## config.mk

```make
export PLATFORM = sky130hd
export DESIGN_NAME = flag_register
export DESIGN_NICKNAME = d
export VERILOG_FILES = /design/src/rtl/flag_register_pkg.sv /design/src/rtl/flag_shadow_stack.sv /design/src/rtl/flag_register.sv
export SDC_FILE = /design/constraint.sdc
export NUM_CORES = 1
export LEC_CHECK = 0
export ABC_AREA = 1
export ABC_CLOCK_PERIOD_IN_PS = 1800
export CELL_PAD_IN_SITES_DETAIL_PLACEMENT = 0
export CELL_PAD_IN_SITES_GLOBAL_PLACEMENT = 1
export CORE_UTILIZATION = 39
export DETAILED_ROUTE_END_ITERATION = 10
export PLACE_DENSITY_LB_ADDON = 0.1
export SLEW_MARGIN = 10
export SYNTH_ARGS = -nofsm -noshare
export SYNTH_HDL_FRONTEND = slang
export SYNTH_SLANG_ARGS = --single-unit
```

## constraint.sdc

```tcl
create_clock -name clock -period 1.8 [get_ports clock]
set_input_delay 0.45 -clock clock [delete_from_list [all_inputs] [get_ports clock]]
set_output_delay 0.45 -clock clock [all_outputs]
set_load 0.01 [all_outputs]
```

## src/rtl/flag_register_pkg.sv

```systemverilog
// Shared NZCV definitions used by the ALU, flag register and condition evaluator.
package flag_register_pkg;

  // Bit positions within an NZCV nibble.
  localparam int unsigned FLAG_N = 3;
  localparam int unsigned FLAG_Z = 2;
  localparam int unsigned FLAG_C = 1;
  localparam int unsigned FLAG_V = 0;

  typedef logic [3:0] nzcv_t;

  localparam nzcv_t FLAG_WRITE_ALL  = 4'b1111;
  localparam nzcv_t FLAG_WRITE_NONE = 4'b0000;

  // Apply a per-flag write mask: masked-on bits take the new value.
  function automatic nzcv_t nzcv_merge(nzcv_t cur, nzcv_t upd, nzcv_t mask);
    return (cur & ~mask) | (upd & mask);
  endfunction

endpackage

```

## src/rtl/flag_shadow_stack.sv

```systemverilog
// Saturating LIFO of NZCV snapshots with sticky overflow/underflow flags.
module flag_shadow_stack
  import flag_register_pkg::*;
#(
  parameter int unsigned Depth  = 4,
  parameter int unsigned DepthW = 3
) (
  input  logic              clk_i,
  input  logic              rst_ni,
  input  logic              push_i,
  input  logic              pop_i,
  input  logic              clear_error_i,
  input  nzcv_t             data_i,
  output nzcv_t             top_o,
  output logic              pop_ok_o,
  output logic [DepthW-1:0] depth_o,
  output logic              full_o,
  output logic              empty_o,
  output logic              overflow_o,
  output logic              underflow_o
);

  localparam int unsigned IdxW = $clog2(Depth);

  nzcv_t             mem_q [Depth];
  logic [DepthW-1:0] depth_q, depth_d, depth_m1;
  logic [IdxW-1:0]   push_idx, top_idx;
  logic              push_ok, pop_ok, ovf_evt, unf_evt;
  logic              ovf_q, ovf_d, unf_q, unf_d;

  // Push/pop qualification; simultaneous push and pop cancel out entirely.
  always_comb begin
    full_o   = (depth_q == DepthW'(Depth));
    empty_o  = (depth_q == '0);
    push_ok  = push_i & ~pop_i & ~full_o;
    pop_ok   = pop_i & ~push_i & ~empty_o;
    ovf_evt  = push_i & ~pop_i & full_o;
    unf_evt  = pop_i & ~push_i & empty_o;
    depth_m1 = depth_q - DepthW'(1);
    push_idx = depth_q[IdxW-1:0];
    top_idx  = depth_m1[IdxW-1:0];
    depth_d  = depth_q;
    if (push_ok) depth_d = depth_q + DepthW'(1);
    else if (pop_ok) depth_d = depth_m1;
    // A new error event beats a concurrent clear.
    ovf_d = ovf_evt | (ovf_q & ~clear_error_i);
    unf_d = unf_evt | (unf_q & ~clear_error_i);
  end

  // Depth counter and sticky error flags.
  always_ff @(posedge clk_i or negedge rst_ni) begin
    if (!rst_ni) begin
      depth_q <= '0;
      ovf_q   <= 1'b0;
      unf_q   <= 1'b0;
    end else begin
      depth_q <= depth_d;
      ovf_q   <= ovf_d;
      unf_q   <= unf_d;
    end
  end

  // Snapshot storage; contents are meaningless beyond depth so no reset.
  always_ff @(posedge clk_i) begin
    if (push_ok) mem_q[push_idx] <= data_i;
  end

  assign top_o       = mem_q[top_idx];
  assign pop_ok_o    = pop_ok;
  assign depth_o     = depth_q;
  assign overflow_o  = ovf_q;
  assign underflow_o = unf_q;

endmodule

```

## src/rtl/flag_register.sv

```systemverilog
// Architectural NZCV register with masked ALU update and a shadow stack for traps.
module flag_register
  import flag_register_pkg::*;
#(
  parameter int unsigned SAVE_DEPTH  = 4,
  parameter int unsigned DEPTH_WIDTH = 3
) (
  input  logic                   clock,
  input  logic                   reset,
  input  logic                   alu_negative,
  input  logic                   alu_zero,
  input  logic                   alu_carry,
  input  logic                   alu_overflow,
  input  logic [3:0]             flag_write_mask,
  input  logic                   save,
  input  logic                   restore,
  input  logic                   clear_error,
  output logic                   negative_flag,
  output logic                   zero_flag,
  output logic                   carry_flag,
  output logic                   overflow_flag,
  output logic [DEPTH_WIDTH-1:0] stack_depth,
  output logic                   stack_overflow,
  output logic                   stack_underflow
);

  nzcv_t nzcv_q, nzcv_d, alu_nzcv, stack_top;
  logic  pop_ok;
  logic  unused_full, unused_empty;

  flag_shadow_stack #(
    .Depth  (SAVE_DEPTH),
    .DepthW (DEPTH_WIDTH)
  ) u_stack (
    .clk_i         (clock),
    .rst_ni        (reset),
    .push_i        (save),
    .pop_i         (restore),
    .clear_error_i (clear_error),
    .data_i        (nzcv_q),
    .top_o         (stack_top),
    .pop_ok_o      (pop_ok),
    .depth_o       (stack_depth),
    .full_o        (unused_full),
    .empty_o       (unused_empty),
    .overflow_o    (stack_overflow),
    .underflow_o   (stack_underflow)
  );

  // A successful restore overrides the ALU write for all four flags.
  always_comb begin
    alu_nzcv = '0;
    alu_nzcv[FLAG_N] = alu_negative;
    alu_nzcv[FLAG_Z] = alu_zero;
    alu_nzcv[FLAG_C] = alu_carry;
    alu_nzcv[FLAG_V] = alu_overflow;
    nzcv_d = pop_ok ? stack_top : nzcv_merge(nzcv_q, alu_nzcv, flag_write_mask);
  end

  // NZCV state register.
  always_ff @(posedge clock or negedge reset) begin
    if (!reset) nzcv_q <= '0;
    else        nzcv_q <= nzcv_d;
  end

  assign negative_flag = nzcv_q[FLAG_N];
  assign zero_flag     = nzcv_q[FLAG_Z];
  assign carry_flag    = nzcv_q[FLAG_C];
  assign overflow_flag = nzcv_q[FLAG_V];

endmodule

```

==> reports/metrics.yaml <==
power:
  clkPwrFrac_pct: 11.5
  combinationalPowerShare_pct: 49.9
  cell_internal_pwr_w: 0.001369
  p_switching_w: 0.0008323
  leakagePower_nw: 0.6836
  ir_worst_vdd_mv: 0.6950
  p_per_area_nw_per_um2: 1416
  seqPwrFrac_pct: 38.6
  swShare_pct: 37.82
drt:
  drtPass1Iterations: 7
  via_per_inst: 5.005
  vias: 911
  drc: 4
  drt_iter0_drc: 35
  drt-total-wl_um: 2456
  wl_per_cell_um: 13.49
  drtAntennaViolNets: 0
worst_setup_path:
  endpoint_kind: "primary output"
  start_kind: "flip-flop"
  path_depth: 1
  path_cells: "clkdlybuf4s50_1"
  slowest_stage: "clkdlybuf4s50_1"
  r2r_cells: 7
  cpPeakStageDelay_ns: 0.55
  critPathLaunch: "u_stack.depth_o[1]"
  r2r_start: "u_stack.depth_o[0]"
  arrival_ns: 1.28
  critPathMaxFanout: 4
  path_class: "flip-flop to primary output"
  required_ns: 1.35
  cp_top_family: "buffers and inverters"
  crit_buf_inv: 1
placement:
  gpl.final_weighted_congestion: 0.8059
  placed_area_um2: 1465
  dp_slack_ns: -0.07749
  dpl.hpwl_um: 1733
  portBuffers: 21
grt:
  first_global_vias: 849
  grt_usage_pct: 16.80
  antenna_found_initial: 0
  grt-ovfl-total: 0
  grt_max_degree: 14
  grt_pass1_wl_um: 4105
hold_path:
  min_path_type: "primary input to async pin"
status:
  failed_checks: "design-rule violations"
  status: "complete, but fails checks"
floorplanning:
  rows: 19
  initial_utilization_pct: 42.02
  num_io_pins: 22
  fp.dieW_um: 56.98
  die-height_um: 56.98
  die_area_um2: 3246
  core_region_area_um2: 2805
synthesis:
  yosys_warnings: 0
  ys_types: 18
  syn_area_um2: 1179
  ys_ff_latch: 25
  synth-seq-area-share_pct: 59.87
  avgSynthCellArea_um2: 10.43
  synthCells: 113
  syn_nets: 131
clock_network:
  clk_latency_ns: 0.31
  cts-root-buf: "clkbuf_4"
  cts_tree: "done"
  numCtsBuffers: 3
  path_clk_slew_ns: 0.14
  cts.sinks: 25
  clockBufferDepth: 2
  hold_buffers: 0
  htreeDepth: 1
cells_and_area:
  drive_gt1_share_pct: 20.53
  fin_util_pct: 55.40
  layout_common_cells: "nand2_1 (33), clkdlybuf4s50_1 (21), edfxtp_1 (16), buf_4 (14)"
  final_common_cell: "nand2_1"
  area_growth_pct: 31.85
  nets: 170
  fillers: 260
  diodes: 0
  fin_area_um2: 1554
run:
  maxCapViolCount: 0
timing:
  setup_viol: 0
  drv_slew: 0
  finalHoldWorstSlack_ns: 0.4443
  post-route-period-util_pct: 96.34
  worst_slack_ns: 0.06580
  rsz0062_at_grt: "false"
  fin_skew_ns: 0.004115
  tightestPinTransition_ns: 0.4886
  relSlewSlack_pct: 67.33
  min_period_ns: 1.734
  hold_viol_final: 0
  fmax_mhz: 576.6
[path summary, 6_finish.rpt]
| path | to | slack (ns) |
|---|---|---|
| max in group asynchronous | async pin | 1.00 |
| worst min register to register | u_stack.mem_q[3][1] | 0.50 |
| worst min-delay path | u_stack.overflow_o | 0.44 |
| min in group clock | u_stack.mem_q[3][1] | 0.50 |
| worst max-delay path | stack_depth[1] | 0.07 |
| worst max register to register | u_stack.mem_q[2][0] | 0.18 |
[layout make-up]
class / instances / area (um2) / area share (%)
Sequential cell: 25 / 708.2 / 45.57
Multi-Input combinational cell: 71 / 397.9 / 25.60
Timing Repair Buffer: 35 / 315.3 / 20.29
Inverter: 16 / 67.56 / 4.348
Tap cell: 31 / 38.79 / 2.496
Clock buffer: 4 / 26.28 / 1.691
[cells in the mapped netlist]
| library cell | count | area, um2 |
|---|---|---|
| ha_1 | 5 | 62.56 |
| nand2_4 | 1 | 11.26 |
| inv_2 | 1 | 3.750 |
| nand3_2 | 5 | 50.05 |
| nand2_1 | 33 | 123.9 |
| nand3_1 | 13 | 65.06 |
| edfxtp_1 | 16 | 480.5 |
| nor2_1 | 3 | 11.26 |
| inv_1 | 13 | 48.80 |
| nand2_2 | 2 | 12.51 |
| buf_4 | 1 | 7.510 |
| o22ai_1 | 2 | 12.51 |
| nor2_2 | 1 | 6.260 |
| dfrtp_1 | 9 | 225.2 |
| o211ai_1 | 4 | 30.03 |
| clkinv_4 | 1 | 8.760 |
| inv_4 | 1 | 6.260 |
| nand4_1 | 2 | 12.51 |
[power by group through the flow]
stage                     Clock (W)  Combinational [W]  Sequential [W]
after CTS                  0.000263            0.00102        0.000871
after global placement            0           0.000945        0.000901
after floorplan                   0           0.000523        0.000915
after global routing       0.000284            0.00121        0.000862
final                      0.000254            0.00110        0.000849
after detailed placement          0           0.000937        0.000905
[cells by family after synthesis]
group	after synthesis	share of synthesized area [%]
adders and majority gates	5	5.308
DFF	25	59.87
AOI/OAI and AO/OA	6	3.609
buffers and inverters	17	6.370
and+or+nand+nor	60	24.84
[metal layers]
metal  track usage [%]  wire [um]
met3             3.401        193
met1             23.29       1120
met4             4.181         16
met2             27.23       1125
met5                 0          0
[through the flow]
step | setup TNS (ns) | power, W | instances
2_1_floorplan | 0 | 0.001438 | 113
3_3_place_gp | -0.3142 | 0.001846 | 170
3_5_place_dp | -0.3091 | 0.001842 | 170
4_1_cts | 0 | 0.002151 | 177
5_1_grt | 0 | 0.002360 | 182
6_report | 0 | 0.002201 | 182
[timing repair]
| action | CTS | global route |
|---|---|---|
| setup buffers | 3 | 5 |
| resized for setup | 2 | 0 |
| setup endpoints to repair | 5 | 3 |
Power figures use the tool's default switching activity.
